--- src/rtl/axis2fifo_result_if.sv ---
// AXI-Stream result channel from the accelerator into the result FIFO.
interface axis2fifo_result_if #(
    parameter int DATA_WIDTH = 32
);
    logic [DATA_WIDTH-1:0] m_axis_tdata;
    logic                  m_axis_tvalid;
    logic                  m_axis_tlast;
    logic                  m_axis_tready;

    // Accelerator side drives the beat, receives ready.
    modport master (
        output m_axis_tdata,
        output m_axis_tvalid,
        output m_axis_tlast,
        input  m_axis_tready
    );

    // Result buffer side consumes the beat, drives ready.
    modport slave (
        input  m_axis_tdata,
        input  m_axis_tvalid,
        input  m_axis_tlast,
        output m_axis_tready
    );
endinterface

--- src/rtl/axis2fifo_result.sv ---
// Result-side AXI-Stream slave: buffers one accelerator packet at a time in a
// circular FIFO, reports completion/length, and holds off the accelerator
// until the host has drained the packet.
module axis2fifo_result #(
    parameter int DATA_WIDTH = 32,
    parameter int DEPTH      = 8,
    parameter int MAX_PKT    = 16,
    localparam int AW        = $clog2(DEPTH)
) (
    input  logic                  clk,
    input  logic                  rst_n,
    axis2fifo_result_if.slave     axis,
    input  logic                  fifo_rd_en,
    output logic [DATA_WIDTH-1:0] fifo_rd_data,
    output logic                  fifo_rd_valid,
    output logic                  fifo_empty,
    output logic                  fifo_full,
    output logic [AW:0]           fifo_count,
    output logic                  pkt_done,
    output logic [15:0]           pkt_len,
    output logic                  len_err
);

    localparam logic [AW:0]  DEPTH_CNT = (AW + 1)'(DEPTH);
    localparam logic [15:0]  MAX_LEN   = 16'(MAX_PKT);

    typedef enum logic [1:0] {
        IDLE = 2'd0,
        RECV = 2'd1,
        DONE = 2'd2
    } state_t;

    state_t                state;
    logic [DATA_WIDTH-1:0] mem [DEPTH];
    logic [AW-1:0]         wr_ptr;
    logic [AW-1:0]         rd_ptr;
    logic [15:0]           beat_cnt;
    logic [15:0]           beat_inc;
    logic [AW:0]           count_nxt;
    logic                  wr_fire;
    logic                  rd_fire;

    // Ready comes only from registered state/occupancy; held low while in reset.
    assign axis.m_axis_tready = rst_n && (state != DONE) && !fifo_full;

    assign wr_fire  = axis.m_axis_tvalid && axis.m_axis_tready;
    assign rd_fire  = fifo_rd_en && !fifo_empty;
    assign beat_inc = beat_cnt + 16'd1;

    // Occupancy after this edge; simultaneous write+read leaves it unchanged.
    always_comb begin
        count_nxt = fifo_count;
        case ({wr_fire, rd_fire})
            2'b10:   count_nxt = fifo_count + 1'b1;
            2'b01:   count_nxt = fifo_count - 1'b1;
            default: count_nxt = fifo_count;
        endcase
    end

    // Storage array; writes only happen out of reset since ready is gated.
    always_ff @(posedge clk) begin
        if (wr_fire)
            mem[wr_ptr] <= axis.m_axis_tdata;
    end

    // Pointers, registered read port and registered occupancy flags.
    always_ff @(posedge clk) begin
        if (!rst_n) begin
            wr_ptr        <= '0;
            rd_ptr        <= '0;
            fifo_count    <= '0;
            fifo_empty    <= 1'b1;
            fifo_full     <= 1'b0;
            fifo_rd_valid <= 1'b0;
            fifo_rd_data  <= '0;
        end else begin
            if (wr_fire)
                wr_ptr <= wr_ptr + 1'b1;
            fifo_rd_valid <= rd_fire;
            if (rd_fire) begin
                fifo_rd_data <= mem[rd_ptr];
                rd_ptr       <= rd_ptr + 1'b1;
            end
            fifo_count <= count_nxt;
            fifo_empty <= (count_nxt == '0);
            fifo_full  <= (count_nxt == DEPTH_CNT);
        end
    end

    // Packet FSM: counts beats, terminates on tlast or length limit, and
    // parks in DONE until the FIFO has been fully drained.
    always_ff @(posedge clk) begin
        if (!rst_n) begin
            state    <= IDLE;
            beat_cnt <= '0;
            pkt_done <= 1'b0;
            pkt_len  <= '0;
            len_err  <= 1'b0;
        end else begin
            pkt_done <= 1'b0;
            case (state)
                IDLE: begin
                    if (wr_fire) begin
                        if (axis.m_axis_tlast) begin
                            state    <= DONE;
                            pkt_done <= 1'b1;
                            pkt_len  <= 16'd1;
                        end else if (MAX_PKT == 1) begin
                            // A single-beat limit cuts the packet on its first beat.
                            state    <= DONE;
                            pkt_done <= 1'b1;
                            pkt_len  <= 16'd1;
                            len_err  <= 1'b1;
                        end else begin
                            state    <= RECV;
                            beat_cnt <= 16'd1;
                        end
                    end
                end
                RECV: begin
                    if (wr_fire) begin
                        if (axis.m_axis_tlast) begin
                            state    <= DONE;
                            pkt_done <= 1'b1;
                            pkt_len  <= beat_inc;
                        end else if (beat_inc == MAX_LEN) begin
                            state    <= DONE;
                            pkt_done <= 1'b1;
                            pkt_len  <= MAX_LEN;
                            len_err  <= 1'b1;
                        end else begin
                            beat_cnt <= beat_inc;
                        end
                    end
                end
                DONE: begin
                    // fifo_empty is registered, so the entry edge never sees
                    // an exit; the earliest exit is the following edge.
                    if (fifo_empty) begin
                        state    <= IDLE;
                        beat_cnt <= '0;
                    end
                end
                default: begin
                    state    <= IDLE;
                    beat_cnt <= '0;
                end
            endcase
        end
    end

endmodule

--- src/flat_wrapper.sv ---
// flat-port wrapper written by rule: the top's interface ports become plain ports
module axis2fifo_result_flat 
#(
    parameter int DATA_WIDTH = 32,
    parameter int DEPTH      = 8,
    parameter int MAX_PKT    = 16,
    localparam int AW        = $clog2(DEPTH)
)
  (clk, rst_n, fifo_rd_en, fifo_rd_data, fifo_rd_valid, fifo_empty, fifo_full, fifo_count, pkt_done, pkt_len, len_err, axis_m_axis_tdata, axis_m_axis_tvalid, axis_m_axis_tlast, axis_m_axis_tready);
  axis2fifo_result_if #(.DATA_WIDTH(DATA_WIDTH)) axis_i ();
  input  logic clk;
  input  logic rst_n;
  input  logic fifo_rd_en;
  output logic [DATA_WIDTH-1:0] fifo_rd_data;
  output logic fifo_rd_valid;
  output logic fifo_empty;
  output logic fifo_full;
  output logic [AW:0] fifo_count;
  output logic pkt_done;
  output logic [15:0] pkt_len;
  output logic len_err;
  input wire logic [$bits(axis_i.m_axis_tdata)-1:0] axis_m_axis_tdata;
  input wire logic [$bits(axis_i.m_axis_tvalid)-1:0] axis_m_axis_tvalid;
  input wire logic [$bits(axis_i.m_axis_tlast)-1:0] axis_m_axis_tlast;
  output wire logic [$bits(axis_i.m_axis_tready)-1:0] axis_m_axis_tready;
  assign axis_i.m_axis_tdata = axis_m_axis_tdata;
  assign axis_i.m_axis_tvalid = axis_m_axis_tvalid;
  assign axis_i.m_axis_tlast = axis_m_axis_tlast;
  assign axis_m_axis_tready = axis_i.m_axis_tready;
  axis2fifo_result #(.DATA_WIDTH(DATA_WIDTH), .DEPTH(DEPTH), .MAX_PKT(MAX_PKT)) u_core (.clk(clk), .rst_n(rst_n), .axis(axis_i), .fifo_rd_en(fifo_rd_en), .fifo_rd_data(fifo_rd_data), .fifo_rd_valid(fifo_rd_valid), .fifo_empty(fifo_empty), .fifo_full(fifo_full), .fifo_count(fifo_count), .pkt_done(pkt_done), .pkt_len(pkt_len), .len_err(len_err));
endmodule
--- config.mk ---
export PLATFORM = sky130hd
export DESIGN_NAME = axis2fifo_result_flat
export DESIGN_NICKNAME = d
export VERILOG_FILES = /design/src/rtl/axis2fifo_result_if.sv /design/src/rtl/axis2fifo_result.sv /design/src/flat_wrapper.sv
export SDC_FILE = /design/constraint.sdc
export NUM_CORES = 1
export LEC_CHECK = 0
export CAP_MARGIN = 0
export CELL_PAD_IN_SITES_DETAIL_PLACEMENT = 0
export CELL_PAD_IN_SITES_GLOBAL_PLACEMENT = 1
export CORE_ASPECT_RATIO = 0.8
export CORE_MARGIN = 2
export CORE_UTILIZATION = 52
export CTS_BUF_LIST = sky130_fd_sc_hd__clkbuf_4 sky130_fd_sc_hd__clkbuf_8
export CTS_CLUSTER_DIAMETER = 120
export DETAILED_ROUTE_END_ITERATION = 7
export GPL_TIMING_DRIVEN = 0
export PLACE_DENSITY_LB_ADDON = 0.1
export SLEW_MARGIN = 20
export SYNTH_ARGS = -nofsm -noshare
export SYNTH_HDL_FRONTEND = slang
export SYNTH_SLANG_ARGS = --single-unit
export TNS_END_PERCENT = 10
--- constraint.sdc ---
create_clock -name clk -period 8.3 [get_ports clk]
set_clock_uncertainty 0.1 [all_clocks]
set_input_delay 2.075 -clock clk [delete_from_list [all_inputs] [get_ports clk]]
set_output_delay 2.075 -clock clk [all_outputs]
set_load 0.05 [all_outputs]
Word level (Yosys, flattened, before mapping)
Memories as Yosys holds them, arrays and structs flattened. A register that Yosys moved wholly into a read port is not among the register bits.
Cells that the tools add are included.
{"block": "totals", "register_bits": 49, "ram_bits": 256, "inputBits": 37, "output_inout_bits": 58, "elab_cells": 76, "mem_count": 1}
{"block": "op_classes", "n_addsub": 5, "eq_ne": 15, "mux": 29, "bitwise_logic": 1, "n_reduce_logical": 14}
{"name": "u_core.mem", "words": 8, "width": 32, "read_ports": 1, "rd_clocked_by_memory_dff": 1, "wr": 1, "line": "axis2fifo_result.sv:34", "text": "logic [DATA_WIDTH-1:0] mem [DEPTH];"}
{"operator": "16-bit two-way mux", "count": 11}
{"operator": "16-bit one-hot mux with 3 select lines", "count": 1}
{"operator": "16-bit one-hot mux with 2 select lines", "count": 1}
{"operator": "16-bit by 1-bit adder with 16-bit output (second input constant)", "count": 1}
{"operator": "16-bit by 5-bit == test with 1-bit output (second input constant)", "count": 1}
{"operator": "2-bit two-way mux", "count": 6}
{"operator": "2-bit inequality test (second input constant)", "count": 5}
{"operator": "4-bit one-hot mux with 2 select lines", "count": 1}
{"operator": "4-bit AND reduction", "count": 2}
{"operator": "1-bit two-way mux", "count": 7}
{"operator": "3-bit by 1-bit adder with 3-bit output (second input constant)", "count": 2}
{"operator": "2-bit by 1-bit inequality test with 1-bit output (second input constant)", "count": 3}
{"operator": "2-bit one-hot mux with 3 select lines", "count": 1}
{"operator": "6-bit AND reduction", "count": 1}
{"operator": "5-bit AND reduction", "count": 1}
{"operator": "4-bit by 1-bit adder with 4-bit output (second input constant)", "count": 1}
{"operator": "2-bit by 1-bit == test with 1-bit output (second input constant)", "count": 2}
{"operator": "2-bit == test (second input constant)", "count": 2}
{"operator": "4-bit == test (second input constant)", "count": 1}
{"operator": "1-bit logical AND", "count": 4}
{"operator": "4-bit logical NOT", "count": 1}
{"operator": "4-bit by 1-bit subtractor with 4-bit output (second input constant)", "count": 1}
{"operator": "1-bit logical NOT", "count": 3}
{"operator": "3-bit by 2-bit inequality test with 1-bit output (second input constant)", "count": 1}
{"operator": "4 further kinds", "count": 4}

Logic depth before layout (Yosys ltp)
{"block": "logic_depth", "word_depth": 7, "depth_mapped": 13, "ltp_nobuf": 12}

Worst setup path after synthesis
OpenSTA, ideal clock, no wires.
{"block": "synth_timing", "kind": "input -> register", "startpoint": "input rst_n", "endpoint": "memory u_core.mem[2][0], enable pin", "setup_ps": 513, "arrival_ps": 6161, "t_required_ps": 7687, "setup_slack_ps": 1526, "stages": 5, "path_buffers": 1, "cell_sequence": "nor2b_1 -> and3_1 -> clkbuf_1 -> inv_2 -> nor4b_1"}
{"block": "synth_between", "elab_chain_cells": 5}
{"item": "start, declared", "line": "flat_wrapper.sv:12", "text": "input logic rst_n;"}
{"item": "1-bit logical AND (2 in series)", "line": "axis2fifo_result.sv:44", "text": "assign axis.m_axis_tready = rst_n && (state != DONE) && !fifo_full;"}
{"item": "1-bit logical AND", "line": "axis2fifo_result.sv:46", "text": "assign wr_fire = axis.m_axis_tvalid && axis.m_axis_tready;"}
{"item": "1-bit two-way mux", "line": "axis2fifo_result.sv:62", "text": "if (wr_fire)"}
{"item": "1-bit two-way mux (not written as such)", "line": "axis2fifo_result.sv:63", "text": "mem[wr_ptr] <= axis.m_axis_tdata;"}
{"item": "end, declared", "line": "axis2fifo_result.sv:34"}
No other way between the ends.

Final worst setup path
{"block": "layout_timing", "startpoint": "input rst_n", "endpoint": "output axis_m_axis_tready"}
{"block": "layout_between", "elab_chain_cells": 2}
{"item": "1-bit logical AND (2 in series)", "line": "axis2fifo_result.sv:44"}
{"item": "end, declared", "line": "flat_wrapper.sv:25", "text": "output wire logic [$bits(axis_i.m_axis_tready)-1:0] axis_m_axis_tready;"}
No other way between the ends.

==> results.md <==
Worst setup path:
- The worst setup path is of the in2out kind.
- The critical path depth in cells is 4.
- The critical path starts at rst_n.
- Of all nets on the critical path, the largest fanout is 3.
- Counting stages on the worst path, the most repeated cell is clkdlybuf4s50_1.
- The depth of the worst register-to-register path is 13.
- The reg-to-reg critical path endpoint is u_core.fifo_empty.
- The slowest cell on the critical path is clkdlybuf4s50_1.
- On the critical path the largest part of the delay comes from buffers and inverters.
- The most critical setup path has its endpoint at axis_m_axis_tready.
- For the worst setup path, the data required time is 6120 ps.
- The internal reg-to-reg setup slack is 4650 ps.
- The kind of launch point of the worst setup path is an input port.
- Together, buffers and inverters on the worst path number 2.
- The worst register-to-register path begins at u_core.fifo_empty.
- The delay contributed by the slowest stage of the critical path is 800 ps.
- The signal on the critical path passes through clkdlybuf4s50_1, nor2b_1, and2_1, clkdlybuf4s50_1.
- The type of destination of the critical path is an output pin.
- The worst path arrival time is 3700 ps.

Timing:
- The total count of max-transition violations in the final report came to 0.
- The number of failing setup endpoints in the final timing report is 0.
- The worst-case headroom to the max-slew limit is 34.7%.
- The worst path uses 70.7% of the clock period.
- The minimum period implied by the final worst setup slack is 5870 ps.
- Setup repair after global routing left no endpoint under its margin.
- For the pin with the worst max-slew slack, the measured transition is 980 ps.
- Adding up every negative setup slack in the final design gives 0 ps.
- Setup slack closes at 2430 ps.
- The count of endpoints failing hold in the final timing report was 0.
- Timing would allow up to 170 MHz.
- The smallest hold slack is 366 ps.

Floorplan:
- The floorplan row count is 52.
- The number of placed I/O pins is 95.
- The full die area is 26700 µm².
- Measured along the x axis, the die boundary spans 182 µm.
- The placeable core region is 25200 µm².
- Once the floorplan was initialized, standard cells occupied 52.5% of the core.
- The height of the die is 147 µm.

Power and ir drop:
- The static power due to leakage is 5.48 nW.
- IR analysis of the VDD net gives a maximum drop of 0.154 mV.
- The power density over the cells is 248 nW/µm².

Global route:
- The pin count of the biggest net entering global routing is 21.
- The combined global-route utilization of all metal layers is 22.1%.
- The leftover overflow at the end of global routing is 0.
- The global-route wire length before repair is 44.6 mm.
- The initial antenna violation count was 0.
- The number of global-route vias before repair is 7860.

Drt:
- Dividing the detail-routed via count by the number of cells gives 5.72.
- The routed design has 28.9 mm of wire.
- The count of TritonRoute iterations in the first routing pass is 5.
- For this block, the initial DRC count from the detailed router was 515.
- The DRC violation count after routing is 0.
- The detail-routed net length per standard cell is 21.6 µm.
- The number of nets with antenna violations after detailed routing is 0.
- Across all layers, the routed design uses 7640 vias.

Clocking:
- The number of setup buffers added after CTS is 0.
- The CTS sink count is 337.
- TritonCTS built the clock tree.
- The root cell of the clock tree is clkbuf_8.
- The number of clock buffers added by TritonCTS is 50.
- After clock tree synthesis, the flow added hold-fix buffers numbering 0.
- The number of gates resized after CTS was 0.
- The clock passes through at most 3 buffers.
- The number of H-tree branching levels is 2.
- The clock latency at the later pin of the worst-skew pair is 580 ps.
- The clock slew at the register clock pins of the worst setup and hold paths is 60 ps.

Cells and area:
- The final layout contains 1015 nets.
- The fraction of layout instances using a drive strength above 1 is 20.5%.
- The final cell utilization of the core is 63.3%.
- In the layout the commonest cells are 256 x edfxtp_1, 94 x clkdlybuf4s50_1, 81 x dfxtp_1.
- The number of filler instances in the final layout is 1827.
- The number of antenna diodes in the final layout is 0.
- From synthesis to final layout, the design area changed by 20.5%.
- The most common cell after layout, fill and taps aside is edfxtp_1.
- Leaving out filler cells and counting taps, the final layout contains 1336.

Place:
- Once detailed placement completed, the half-perimeter wirelength came to 19.3 mm.
- The congestion estimate from routability-driven global placement came to 0.790.
- The worst slack at placement is 2420 ps.
- The number of placed instances, taps included is 1244.
- The quantity of I/O buffers inserted on ports is 94.

Logic synthesis:
- The number of nets produced by synthesis is 830.
- The post-synthesis instance area is 13200 µm².
- Counting flops with an async set or reset pin after synthesis yields a share of 0%.
- The synthesized design contains 337 register bits.
- After synthesis, flip-flops and latches occupy 70.4% of the total area.
- In this run, distinct cell masters in the synthesized netlist total 55.
- The yosys synthesis warning count is 0.
- The most used flip-flop cell after synthesis is edfxtp_1.
- Yosys mapped a number of flops with a built-in enable equal to 256.
- The cell count after synthesis came out at 787.
- The per-instance average area after synthesis is 16.8 µm².

Worst hold path:
- The worst hold path begins at u_core.len_err.
- In this run the worst hold path is classified as reg2reg.

Run:
- The total of max-cap violations is 0.

Outcome:
- The flow ran to the end, and the final reports show no timing, DRC or antenna violations.
[logic make-up (layout without fill, tap and decap cells)]
| family | Yosys count | after routing | synth area share (%) |
|---|---|---|---|
| AO/OA/AOI/OAI | 89 | 89 | 5.45 |
| XOR/XNOR | 25 | 25 | 1.66 |
| flip-flops | 337 | 337 | 70.4 |
| buffers and inverters | 59 | 284 | 1.84 |
| adder cells (fa/ha/maj) | 6 | 6 | 0.567 |
| AND/OR/NAND/NOR | 171 | 171 | 6.50 |
| multiplexers | 100 | 100 | 13.6 |
[cell usage after synthesis, types with 3 or more instances]
library cell,instances,share of area [%]
nor3_1,10,0.38
nand4_1,5,0.24
and2_1,11,0.52
buf_1,13,0.37
mux2i_1,36,2.7
clkbuf_1,37,1.0
inv_1,4,0.11
nand2_1,79,2.2
a21oi_1,8,0.30
o21ai_0,11,0.42
xor2_1,10,0.66
nand3_1,13,0.49
nor2_1,12,0.34
nand2b_1,7,0.33
edfxtp_1,256,58
dfxtp_1,81,12
ha_1,6,0.57
xnor2_1,15,0.99
o31ai_1,3,0.17
mux4_2,64,11
and3_1,5,0.24
o22ai_1,15,0.71
nor2b_1,8,0.38
o211a_1,32,2.4
nor4_1,5,0.24
[worst min-delay path by stage]
stage                                endpoint  slack (ps)  cells past startpoint
after detailed placement       u_core.len_err         350                      2
final                          u_core.len_err         370                      2
after global routing        u_core.pkt_len[5]         380                      2
after floorplan           u_core.beat_cnt[15]         350                      2
after global placement         u_core.len_err         350                      2
after CTS                      u_core.len_err         370                      2
[stage by stage]
step | area (µm²) | total power [mW]
final | 15900 | 3.96
after floorplan | 13200 | 2.41
after global placement | 14600 | 2.62
after CTS | 15900 | 4.00
after global routing | 15900 | 4.11
after detailed placement | 14900 | 2.64
[registers in the layout (all words and copies together), names as in the netlist, 2 cells and up]
register             count
u_core.mem             256
u_core.fifo_rd_data     32
u_core.beat_cnt         16
u_core.pkt_len          16
u_core.fifo_count        4
u_core.rd_ptr            3
u_core.wr_ptr            3
u_core.state             2
[final cells by class]
cell class,instances,area (µm²),share of cell area [%]
Buffer,54,226,1.42
Clock inverter,14,96.3,0.605
Clock buffer,78,930,5.83
Sequential cell,337,9310,58.4
Timing Repair Buffer,133,1230,7.71
Tap cell,324,405,2.54
Inverter,5,18.8,0.118
Multi-Input combinational cell,391,3720,23.4
[per-layer routing]
layer | up-vias | global-route usage, % | part of all wire [%]
li1 | 3466 | - | -
met4 | 0 | 6.94 | 2.7
met1 | 3858 | 31.0 | 44
met5 | - | 0 | 0
met3 | 62 | 4.19 | 6.0
met2 | 254 | 35.5 | 47
[worst reg2reg max path: cells and delay by family (launching register included)]
kind            cells  cell delay [ps]
simple gates        3              400
flops               1              360
compound gates      2              310
fa+ha+maj           2              550
buf+inv             3             1330
xor+xnor            3              520
[report_power, final]
| group | internal (mW) | total, mW | switching [mW] |
|---|---|---|---|
| logic | 0.279 | 0.682 | 0.403 |
| registers | 1.88 | 1.92 | 0.0401 |
| clock network | 0.745 | 1.35 | 0.609 |
(Power assumes the default switching activity.)
